`src/rtl/approx_mult_err_monitor.sv`:
```
// Error-statistics monitor for an approximate multiplier: recomputes the exact product,
// pipelines |exact - R| and accumulates error count, saturating ED sum and worst case.
module approx_mult_err_monitor #(
  parameter int unsigned DATA_W = 8,
  parameter int unsigned CNT_W  = 17,
  parameter int unsigned SUM_W  = 32
) (
  input  logic                  clk,
  input  logic                  rst,
  input  logic                  start,
  input  logic [CNT_W-1:0]      num_samples,
  input  logic                  in_valid,
  output logic                  in_ready,
  input  logic [DATA_W-1:0]     A,
  input  logic [DATA_W-1:0]     B,
  input  logic [2*DATA_W-1:0]   R,
  output logic                  busy,
  output logic                  done,
  output logic [CNT_W-1:0]      sample_count,
  output logic [CNT_W-1:0]      err_count,
  output logic [SUM_W-1:0]      sum_ed,
  output logic [2*DATA_W-1:0]   max_ed,
  output logic [DATA_W-1:0]     max_a,
  output logic [DATA_W-1:0]     max_b
);

  localparam int unsigned PW = 2 * DATA_W;
  localparam logic [CNT_W-1:0] CntOne = 1;

  typedef enum logic [1:0] {StIdle, StRun, StDrain, StDone} state_e;

  state_e             r_state, w_state_next;
  logic [CNT_W-1:0]   r_num, r_cnt, r_err;
  logic [SUM_W-1:0]   r_sum;
  logic [PW-1:0]      r_max;
  logic [DATA_W-1:0]  r_max_a, r_max_b;

  logic [DATA_W-1:0]  r_a1, r_b1, r_a2, r_b2;
  logic [PW-1:0]      r_r1, r_exact1, r_ed2;
  logic               r_v1, r_v2;

  logic               w_accept, w_start, w_last;
  logic [CNT_W-1:0]   w_cnt_inc;
  logic [PW-1:0]      w_exact, w_ed;
  logic [SUM_W:0]     w_sum_ext;
  logic [SUM_W-1:0]   w_sum_sat;

  assign in_ready  = (r_state == StRun);
  assign busy      = (r_state == StRun) || (r_state == StDrain);
  assign done      = (r_state == StDone);
  assign w_accept  = in_valid && in_ready;
  assign w_start   = start && ((r_state == StIdle) || (r_state == StDone));
  assign w_cnt_inc = r_cnt + CntOne;
  assign w_last    = (w_cnt_inc == r_num);

  assign w_exact = {{DATA_W{1'b0}}, A} * {{DATA_W{1'b0}}, B};
  // R may overshoot the exact product, so take the magnitude either way.
  assign w_ed    = (r_exact1 >= r_r1) ? (r_exact1 - r_r1) : (r_r1 - r_exact1);

  assign w_sum_ext = {1'b0, r_sum} + {{(SUM_W + 1 - PW){1'b0}}, r_ed2};
  assign w_sum_sat = w_sum_ext[SUM_W] ? {SUM_W{1'b1}} : w_sum_ext[SUM_W-1:0];

  always_comb begin
    w_state_next = r_state;
    unique case (r_state)
      StIdle, StDone: begin
        if (start) w_state_next = (num_samples == '0) ? StDone : StRun;
      end
      StRun:   if (w_accept && w_last) w_state_next = StDrain;
      // Final accumulate happens when the last sample leaves stage 2 with stage 1 empty.
      StDrain: if (r_v2 && !r_v1) w_state_next = StDone;
      default: w_state_next = StIdle;
    endcase
  end

  always_ff @(posedge clk) begin
    if (rst) begin
      r_state <= StIdle;
      r_num   <= '0;
      r_cnt   <= '0;
    end else begin
      r_state <= w_state_next;
      if (w_start) begin
        r_num <= num_samples;
        r_cnt <= '0;
      end else if (w_accept) begin
        r_cnt <= w_cnt_inc;
      end
    end
  end

  always_ff @(posedge clk) begin
    if (rst) begin
      r_a1 <= '0; r_b1 <= '0; r_r1 <= '0; r_exact1 <= '0; r_v1 <= 1'b0;
      r_a2 <= '0; r_b2 <= '0; r_ed2 <= '0; r_v2 <= 1'b0;
    end else begin
      r_v1 <= w_accept;
      if (w_accept) begin
        r_a1     <= A;
        r_b1     <= B;
        r_r1     <= R;
        r_exact1 <= w_exact;
      end
      r_v2 <= r_v1;
      if (r_v1) begin
        r_a2  <= r_a1;
        r_b2  <= r_b1;
        r_ed2 <= w_ed;
      end
    end
  end

  always_ff @(posedge clk) begin
    if (rst || w_start) begin
      r_err   <= '0;
      r_sum   <= '0;
      r_max   <= '0;
      r_max_a <= '0;
      r_max_b <= '0;
    end else if (r_v2) begin
      if (r_ed2 != '0) r_err <= r_err + CntOne;
      r_sum <= w_sum_sat;
      // Strictly greater: ties keep the earlier sample.
      if (r_ed2 > r_max) begin
        r_max   <= r_ed2;
        r_max_a <= r_a2;
        r_max_b <= r_b2;
      end
    end
  end

  assign sample_count = r_cnt;
  assign err_count    = r_err;
  assign sum_ed       = r_sum;
  assign max_ed       = r_max;
  assign max_a        = r_max_a;
  assign max_b        = r_max_b;

endmodule

```
`config.mk`:
```
export PLATFORM = sky130hd
export DESIGN_NAME = approx_mult_err_monitor
export DESIGN_NICKNAME = d
export VERILOG_FILES = /design/src/rtl/approx_mult_err_monitor.sv
export SDC_FILE = /design/constraint.sdc
export NUM_CORES = 1
export LEC_CHECK = 0
export CAP_MARGIN = 10
export CORE_UTILIZATION = 40
export DETAILED_ROUTE_END_ITERATION = 10
export GPL_TIMING_DRIVEN = 0
export REMOVE_ABC_BUFFERS = 1
export SETUP_SLACK_MARGIN = 0.3
export SLEW_MARGIN = 20
export SYNTH_ARGS = -nofsm -noshare
export SYNTH_HDL_FRONTEND = slang
export SYNTH_SLANG_ARGS = --single-unit
```
`constraint.sdc`:
```
create_clock -name clk -period 11.8 [get_ports clk]
set_clock_uncertainty 0.05 [all_clocks]
set_input_delay 2.36 -clock clk [delete_from_list [all_inputs] [get_ports clk]]
set_output_delay 2.36 -clock clk [all_outputs]
set_load 0.02 [all_outputs]
```
==> results of run 1 <==
## where the power goes
part / internal, mW / total, mW / switching, mW
Clock: 0.362 / 0.640 / 0.278
Combinational: 0.568 / 1.37 / 0.799
Sequential: 0.728 / 0.784 / 0.0562
Total: 1.66 / 2.79 / 1.13
## through the flow
stage,hold WS [ps],util
after CTS,409,0.487
after global routing,427,0.487
after detailed placement,398,0.467
after global placement,394,0.461
after floorplan,380,-
final,408,0.487
## per-layer routing
layer | vias up | global-route usage | wire (µm)
met5 | - | 0 | 17
met4 | 2 | 0.0544 | 418
met3 | 31 | 0.0301 | 1130
met2 | 199 | 0.355 | 15800
met1 | 5277 | 0.255 | 14900
li1 | 5567 | - | -
## state kept, by name, indices dropped and copies added (netlist names), 2 cells and up
signal        cells
r_a1              8
r_r1             16
r_state           2
max_b             8
r_exact1         16
max_ed           16
r_a2              8
sample_count     17
r_b1              8
max_a             8
r_ed2            16
r_b2              8
err_count        17
r_num            17
sum_ed           32
## final cells by class
type                    count  share of cell area
inverters                 119              0.0291
well taps                 402              0.0328
repair buffers            159               0.108
flip-flops and latches    199               0.260
clock buffers              18              0.0280
clock inverters            14              0.0139
multi-input cells        1180               0.528
## worst paths after layout
path,start,to
hold / removal,r_r1[15],r_r1[15]
setup reg to reg,r_r1[9],r_ed2[10]
setup / recovery,A[2],r_exact1[15]
hold reg to reg,r_r1[15],r_r1[15]
## cell families (layout without fill, tap and decap cells)
family / after synthesis / in the layout / synth area share
AO/OA/AOI/OAI: 368 / 368 / 0.171
buffers and inverters: 190 / 310 / 0.0572
flip-flops: 199 / 199 / 0.312
XOR/XNOR: 89 / 89 / 0.0610
adder cells (fa/ha/maj): 144 / 144 / 0.164
multiplexers: 35 / 35 / 0.0284
AND/OR/NAND/NOR: 544 / 544 / 0.206
## critical path: cells and delay by family
| family | cells | cell delay, ps |
|---|---|---|
| xor gates and xnor gates | 1 | 100 |
| AOI/OAI and AO/OA | 7 | 1300 |
| and+or+nand+nor | 1 | 300 |
| buffers and inverters | 3 | 730 |
| adders and majority gates | 5 | 2280 |
## cells in the final DEF, fill, tap and decap left out, types with 4 or more instances in the layout
cell type,netlist,layout
dfxtp_1,199,198
nand2_1,185,184
a21oi_1,168,168
clkdlybuf4s50_1,0,152
inv_1,119,119
nor2_1,112,111
ha_1,105,105
o21ai_0,79,79
nand3_1,62,62
and2_1,60,59
xnor2_1,47,47
xor2_1,42,42
fa_1,39,39
mux2i_1,31,31
a21o_1,25,25
a211oi_1,22,21
nor3_1,18,18
clkbuf_16,0,17
nand4_1,16,16
a31oi_1,14,14
nor4_1,13,13
or3_1,13,13
nor2b_1,14,13
and3_1,12,12
o21a_1,10,10
nand2b_1,9,7
o31ai_1,5,5
or2_2,5,5
a311oi_1,4,4
o21bai_1,4,4
bufinv_16,0,4
==> flow_summary.yaml, run 1 <==
setup_path:
  r2r_slack_ps: 8590
  cp_max_fo: 9
  crit_slowest_cell: "clkdlybuf4s50_1"
  cp.required_ps: 12110
  worstSetupPathType: "in2reg"
  path_common_cell: "fa_1"
  critPathLaunchType: "input port"
  endpoint_kind: "register"
  cpPeakStageDelay_ps: 640
  path_cells: "clkdlybuf4s50_1 -> and2_1 -> fa_1 -> fa_1 -> inv_1 -> fa_1 -> fa_1 -> inv_1 -> ha_1 -> o21ai_0 -> a21boi_0 -> o21ai_0 -> a21oi_1 -> a21oi_1 -> a21oi_1 -> xnor2_1 -> a211oi_1"
  r2r_cells: 11
  crit_arrival_ps: 7080
global_route:
  antenna_found_initial: 1
  grtUsageTotal: 0.202
  grt_max_degree: 67
  overflow: 0
  grt_pass1_vias: 10800
  grt_pass1_wl_um: 53900
finish:
  fillers: 3082
  finalNetCount: 1873
  multiInputGateArea_um2: 8100
  instances_no_fill: 2091
  area_growth_pct: 20.1
  drive_gt1_frac: 0.0420
  register_area_um2: 3990
  diodes: 0
  fin_area_um2: 15300
placed_design:
  numPortBuffers: 153
  finalWeightedCongestion: 0.893
  place_area_um2: 14700
  hpwl_um: 24100
  place_inst: 2059
  pre_cts_ws_ps: 4560
logic_synthesis:
  synth_top_cells_by_area: "dfxtp_1 31%, ha_1 10%, a21oi_1 6.6%"
  yosys.area.top_type: "dfxtp_1"
  synth_top_area_frac: 0.312
  yosysUniqueCellTypes: 70
  synth-async-reset-ratio: 0
  syn_inst: 1569
  ys_top_cells_by_count: "199 x dfxtp_1, 185 x nand2_1, 168 x a21oi_1"
  ys_ff_latch: 199
  synth.avg_cell_area_um2: 8.14
  yosysMostFrequentCell: "dfxtp_1"
  yosysWarnings: 0
  synth-seq-area-share: 0.312
  synth_edf_count: 0
  syn_area_um2: 12800
  ys.flop_type: "dfxtp_1"
clocking:
  cts_buffers: 17
  cts_tree: "built"
  path_clk_slew_ps: 70
  cts.sinks: 199
  clock-root-buffer: "clkbuf_16"
  cts_max_path_buffers: 2
  post_cts_buffers: 0
  post_cts_resized: 0
  holdBufCountCts: 0
  clk_latency_ps: 440
  cts_htree_levels: 4
timing:
  hold_viol_final: 0
  period_needed_ps: 6780
  fmax_mhz: 148
  finalCritPeriodShare: 0.574
  slew_headroom: 0.411
  setup_ws_ps: 5020
  max_slew.worst_pin.slew_ps: 875
  report.final.setup_viol: 0
  slew_viol_final: 0
  fin_tns_setup_ps: 0
  rsz0062_at_grt: "false"
job:
  max-cap-violations: 0
route:
  num_vias: 11100
  viasPerCell: 5.30
  routedWlPerCell_um: 15.4
  post-route-drc-count: 0
  drtIter0Drc: 516
  drt-pass1-iter-count: 5
  wirelength_um: 32200
  ant_nets: 0
worst_hold_path:
  min_path_type: "reg2reg"
  hold-path-cell-count: 2
die:
  io_pins: 154
  fp.dieW_um: 181
  rows: 65
  die_area_um2: 32600
  die_h_um: 181
  start_util: 0.406
  core_area_um2: 31500
power:
  ir_drop_mv: 0.115
  total_power_mw: 2.79
  power_density_nw_per_um2: 182
  leakagePower_nw: 5.95
outcome:
  status: "completed"
Note: power is estimated with default switching activity, not from simulation.
==> inputs of run 2 (changes only) <==
==> constraint.sdc (replaced) <==
create_clock -name clk -period 5.6 [get_ports clk]
set_clock_uncertainty 0.05 [all_clocks]
set_input_delay 1.12 -clock clk [delete_from_list [all_inputs] [get_ports clk]]
set_output_delay 1.12 -clock clk [all_outputs]
set_load 0.02 [all_outputs]
==> run 2 against run 1 <==
  * Non-clock buffer count unchanged
  * Sequential share of layout area is essentially flat
  * Via count up 0.16%
  * Global-route usage is essentially flat
  * Critical path depth unchanged
  * Worst setup slack got worse by 4500 ps
  * Utilization is 0.068 points lower
  * Critical path type unchanged
  * Highest routed layer unchanged
==> flow_summary.yaml, run 2 (synthesized netlist as in run 1, its figures left out) <==
setup_path:
  critPathLaunchType: "input port"
  cp_max_fo: 9
  path_cells: "dlygate4sd2_1 -> nand2_1 -> fa_1 -> fa_1 -> inv_1 -> fa_1 -> inv_1 -> fa_1 -> inv_1 -> ha_1 -> a21boi_1 -> o21ai_1 -> a21oi_2 -> a21oi_1 -> a21oi_1 -> xnor2_1 -> a211oi_1"
  cp.required_ps: 5910
  crit_family: "adder cells"
  worstSetupPathType: "in2reg"
  cp_num_buf_inv: 4
  endpoint_kind: "register"
  cpPeakStageDelay_ps: 530
  path_common_cell: "fa_1"
  crit_arrival_ps: 5360
  crit_slowest_cell: "fa_1"
placed_design:
  hpwl_um: 24100
  finalWeightedCongestion: 0.893
  place_inst: 2059
  numPortBuffers: 153
  pre_cts_ws_ps: -397
timing:
  fmax_mhz: 198
  hold_viol_final: 0
  period_needed_ps: 5050
  finalCritPeriodShare: 0.901
  rsz0062_at_grt: "true"
  max_slew.worst_pin.slew_ps: 878
  slew_headroom: 0.409
  report.final.setup_viol: 0
  setup_ws_ps: 552
  slew_viol_final: 0
global_route:
  met2_usage: 0.355
  top_usage_layer: "met2"
  grt_max_degree: 67
  antenna_found_initial: 1
  overflow: 0
  grt_use_met1: 0.255
  use_met3: 0.0301
  grt_pass1_vias: 10800
  grt_pass1_wl_um: 53900
  grtUsageTotal: 0.202
route:
  drt-pass1-iter-count: 4
  viasPerCell: 5.31
  drtIter0Drc: 536
  routedWlPerCell_um: 15.4
  ant_nets: 0
  post-route-drc-count: 0
  wirelength_um: 32300
  num_vias: 11100
clocking:
  cts_max_path_buffers: 2
  cts_htree_levels: 4
  cts_tree: "built"
  clock-root-buffer: "clkbuf_16"
  cts_buffers: 17
  post_cts_buffers: 0
  cts.sinks: 199
  path_clk_slew_ps: 70
  clk_latency_ps: 440
  holdBufCountCts: 0
finish:
  diodes: 0
  largest_reg_flops: 32
  final_cell_mix: "198 x dfxtp_1, 184 x nand2_1, 167 x a21oi_1, 138 x clkdlybuf4s50_1, 119 x inv_1"
  drive_gt1_frac: 0.0468
  area_growth_pct: 20.0
  finalNetCount: 1873
  layout_commonest_cell: "dfxtp_1"
  instances_no_fill: 2091
job:
  max-cap-violations: 0
die:
  rows: 65
  die_area_um2: 32600
  fp.dieW_um: 181
  start_util: 0.406
  io_pins: 154
  die_h_um: 181
  core_area_um2: 31500
power:
  leakagePower_nw: 5.98
  ir_drop_mv: 0.242
  power_density_nw_per_um2: 385
outcome:
  status: "completed"
worst_hold_path:
  min_path_type: "reg2reg"
-- run 2: cell types whose count changed in the layout (fill, tap and decap cells not counted) --
cell,previous run,this run
clkdlybuf4s50_1,152,138
clkbuf_2,0,6
dlygate4sd2_1,0,4
o21ai_0,79,76
o21ai_1,2,5
clkdlybuf4s15_1,0,2
dlymetal6s2s_1,0,2
a211oi_1,21,20
a211oi_2,1,2
a21boi_0,3,2
a21boi_1,0,1
a21oi_1,168,167
a21oi_2,1,2
-- run 2: path summary, 6_finish.rpt --
path | from | endpoint | slack, ps | cells past startpoint
worst max-delay path | B[4] | r_exact1[15] | 550 | 17
worst min-delay path | r_r1[15] | r_r1[15] | 410 | 2
worst min register to register | r_r1[15] | r_r1[15] | 410 | 2
worst max register to register | r_r1[11] | r_ed2[10] | 2380 | 11
-- run 2: final cells by class --
class                           instances  area [µm²]
Clock buffer                           18         429
Fill cell                            3087       16200
Clock inverter                         14         214
Tap cell                              402         503
Timing Repair Buffer                  159        1630
Multi-Input combinational cell       1180        8110
Sequential cell                       199        3990
Inverter                              119         447
-- run 2: worst min-delay path: stages (launching register included) --
cell	delay, ps
dfxtp_1	310
nand2_1	50
a21oi_1	50
-- run 2: layer usage --
layer	vias to the layer above	share of wire	wire, µm
met5	-	0.00053	17
met1	5308	0.47	15000
met4	2	0.014	438
li1	5570	-	-
met3	32	0.032	1050
met2	182	0.49	15700
-- run 2: power breakdown --
group / internal, mW / total (mW) / switching (mW)
clock network: 0.762 / 1.35 / 0.585
registers: 1.53 / 1.65 / 0.118
logic: 1.20 / 2.90 / 1.70
-- run 2: timing repair --
item                       CTS  global route
setup endpoints to repair    5             5
gates cloned                 0             0
pin swaps                    0             1
resized for setup           13            21
-- run 2: stage by stage --
step / hold slack (ps) / utilization / TNS, ps / total power [mW] / cell area, µm²
2_1_floorplan: 380 / - / 0 / 3.83 / 12500
3_3_place_gp: 394 / 0.461 / -166250 / 4.51 / 14500
3_5_place_dp: 398 / 0.467 / -1820 / 4.56 / 14700
4_1_cts: 409 / 0.487 / 0 / 5.93 / 15300
5_1_grt: 427 / 0.487 / 0 / 6.36 / 15300
6_report: 408 / 0.487 / 0 / 5.89 / 15300
==> inputs of run 3 (changes only) <==
--- a/config.mk
+++ b/config.mk
@@ -6,9 +6,10 @@
 export NUM_CORES = 1
 export LEC_CHECK = 0
 export CAP_MARGIN = 10
-export CORE_UTILIZATION = 40
+export CORE_UTILIZATION = 45
 export DETAILED_ROUTE_END_ITERATION = 10
 export GPL_TIMING_DRIVEN = 0
+export PLACE_DENSITY = 0.69
 export REMOVE_ABC_BUFFERS = 1
 export SETUP_SLACK_MARGIN = 0.3
 export SLEW_MARGIN = 20
==> run 3 against run 2 <==
  * Sequential share of layout area is 0.087 points higher
  * Clock power is 9% lower
  * Register-to-register slack worse by 40 ps
  * Sequential power hardly changed
  * Highest routed layer is now met4
  * First-iteration DRC count is 2.6% higher
  * Clock-buffer cell count stayed put
  * Cell count is 1.1% lower
  * Critical endpoint is now r_exact1[14]
  * Critical path type unchanged
==> flow_summary.yaml, run 3 (synthesized netlist as in run 1, its figures left out) <==
outcome:
  status: "completed"
route:
  num_vias: 11100
  post-route-drc-count: 0
  viasPerCell: 5.38
  wirelength_um: 31300
  ant_nets: 0
  drt-pass1-iter-count: 5
  drtIter0Drc: 550
  routedWlPerCell_um: 15.1
placed_design:
  place_inst: 2035
  pre_cts_ws_ps: -282
  hpwl_um: 23600
  numPortBuffers: 153
  finalWeightedCongestion: 0.889
timing:
  period_needed_ps: 5110
  hold_ws_ps: 408
  report.final.setup_viol: 0
  rsz0062_at_grt: "true"
  max_slew.worst_pin.slew_ps: 873
  setup_ws_ps: 489
  slew_viol_final: 0
  finalCritPeriodShare: 0.913
  fmax_mhz: 196
  hold_viol_final: 0
  fin_tns_setup_ps: 0
  slew_headroom: 0.413
job:
  max-cap-violations: 0
die:
  core_area_um2: 27900
  rows: 61
  fp.dieW_um: 170
  die_area_um2: 29100
  die_h_um: 170
  start_util: 0.458
  io_pins: 154
setup_path:
  timing.rr.start: "r_r1[9]"
  cp_max_fo: 9
  crit_slowest_cell: "fa_1"
  path_cells: "dlygate4sd2_1 -> and2_1 -> fa_1 -> fa_1 -> inv_1 -> fa_1 -> fa_1 -> inv_1 -> ha_1 -> inv_1 -> o21ai_0 -> a211oi_2 -> nor3_2 -> o31ai_1 -> xnor2_1 -> nand2_1 -> a21oi_1"
  cp.required_ps: 5930
  path_common_cell: "fa_1"
  worst_r2r_endpoint: "r_ed2[14]"
  cpPeakStageDelay_ps: 580
  crit_family: "adder cells"
  r2r_cells: 11
  worstSetupPathType: "in2reg"
  endpoint_kind: "register"
  cp_num_buf_inv: 4
  critPathLaunchType: "input port"
  r2r_slack_ps: 2340
  crit_arrival_ps: 5440
finish:
  instances_no_fill: 2068
  fillers: 2592
  drive_gt1_frac: 0.0450
  largest_reg_flops: 32
  finalNetCount: 1873
  layout_commonest_cell: "dfxtp_1"
  multiInputGateArea_um2: 8110
  register_area_um2: 3990
  area_growth_pct: 19.6
  final_cell_mix: "198 x dfxtp_1, 184 x nand2_1, 167 x a21oi_1, 140 x clkdlybuf4s50_1, 119 x inv_1"
power:
  ir_drop_mv: 0.266
  power.share.clock: 0.212
  internal-power_mw: 3.35
  leakagePower_nw: 5.95
  power_frac_seq: 0.286
  swShare: 0.420
  power_density_nw_per_um2: 378
  power.net_switching_mw: 2.43
  combPwrFrac: 0.501
worst_hold_path:
  hold-path-cell-count: 2
  min_path_type: "reg2reg"
  whs_endpoint: "r_a1[0]"
  hold_path_startpoint: "r_a1[0]"
clocking:
  cts.sinks: 199
  cts_max_path_buffers: 2
  cts_htree_levels: 4
  cts_buffers: 17
  path_clk_slew_ps: 80
  clock-root-buffer: "clkbuf_16"
  post_cts_buffers: 0
  cts_tree: "built"
  clk_latency_ps: 440
global_route:
  overflow: 0
  grtUsageTotal: 0.221
  grt_pass1_wl_um: 52200
  antenna_found_initial: 1
  grt_max_degree: 74
  grt_pass1_vias: 10800
==> run 3: cell count changes in the layout (fill, tap and decap cells not counted), moves of 3 or more <==
| cell | change |
|---|---|
| dlygate4sd2_1 | +7 |
| clkbuf_2 | -5 |
| bufinv_16 | -4 |
| clkinv_4 | +3 |
==> run 3: how the worst max path moves through the flow <==
stage                     from      endpoint  slack (ps)  cells past startpoint
after floorplan           A[1]  r_exact1[14]         650                     16
after global placement     rst    sum_ed[18]       -1820                      3
after detailed placement  A[0]  r_exact1[15]        -280                     17
after CTS                 A[3]  r_exact1[15]         420                     17
after global routing      A[1]  r_exact1[14]         290                     17
final                     B[4]  r_exact1[14]         490                     17
==> run 3: final cells by class <==
| type | instances | area share |
|---|---|---|
| multi-input combinational | 1180 | 0.531 |
| clock inverter | 14 | 0.0101 |
| tap | 378 | 0.0310 |
| timing repair buffer | 159 | 0.109 |
| sequential | 199 | 0.261 |
| antenna | 1 | 0.000164 |
| inverter | 119 | 0.0293 |
| clock buffer | 18 | 0.0288 |
==> run 3: per-layer routing <==
| metal | up-vias | share of wire | global-route usage |
|---|---|---|---|
| li1 | 5585 | - | - |
| met1 | 5267 | 0.45 | 0.268 |
| met2 | 233 | 0.50 | 0.399 |
| met3 | 45 | 0.041 | 0.0356 |
| met4 | 0 | 0.016 | 0.0654 |
| met5 | - | 0 | 0 |
==> run 3: worst reg2reg max path, cell delays in order, from the launching register on <==
cell and delay [ps]:
dfxtp_1 380, inv_1 60, ha_1 430, a21oi_1 250, o21ai_0 130, a31oi_1 290
o21ai_1 250, nor2_4 410, mux2_2 400, a31oi_1 230, o32a_1 200, nand3_1 70
==> run 3: through the flow <==
| stage | power (mW) | util | cell area [µm²] |
|---|---|---|---|
| after global routing | 6.20 | 0.548 | 15300 |
| final | 5.78 | 0.548 | 15300 |
| after floorplan | 3.83 | - | 12500 |
| after global placement | 4.45 | 0.520 | 14500 |
| after CTS | 5.78 | 0.548 | 15300 |
| after detailed placement | 4.54 | 0.527 | 14700 |
==> run 3: timing repair <==
action                                  CTS  global route
cloned                                    0             0
pin swaps                                 0             2
endpoints found under the setup margin    5             4
hold buffers                              0             0
resized for setup                        13             6
==> run 3: power by group through the flow <==
| stage | Combinational (mW) | Sequential, mW | Clock (mW) |
|---|---|---|---|
| 2_1_floorplan | 2.16 | 1.66 | 0 |
| 3_3_place_gp | 2.76 | 1.69 | 0 |
| 3_5_place_dp | 2.86 | 1.69 | 0 |
| 4_1_cts | 2.87 | 1.65 | 1.26 |
| 5_1_grt | 3.22 | 1.67 | 1.31 |
| 6_report | 2.90 | 1.65 | 1.23 |
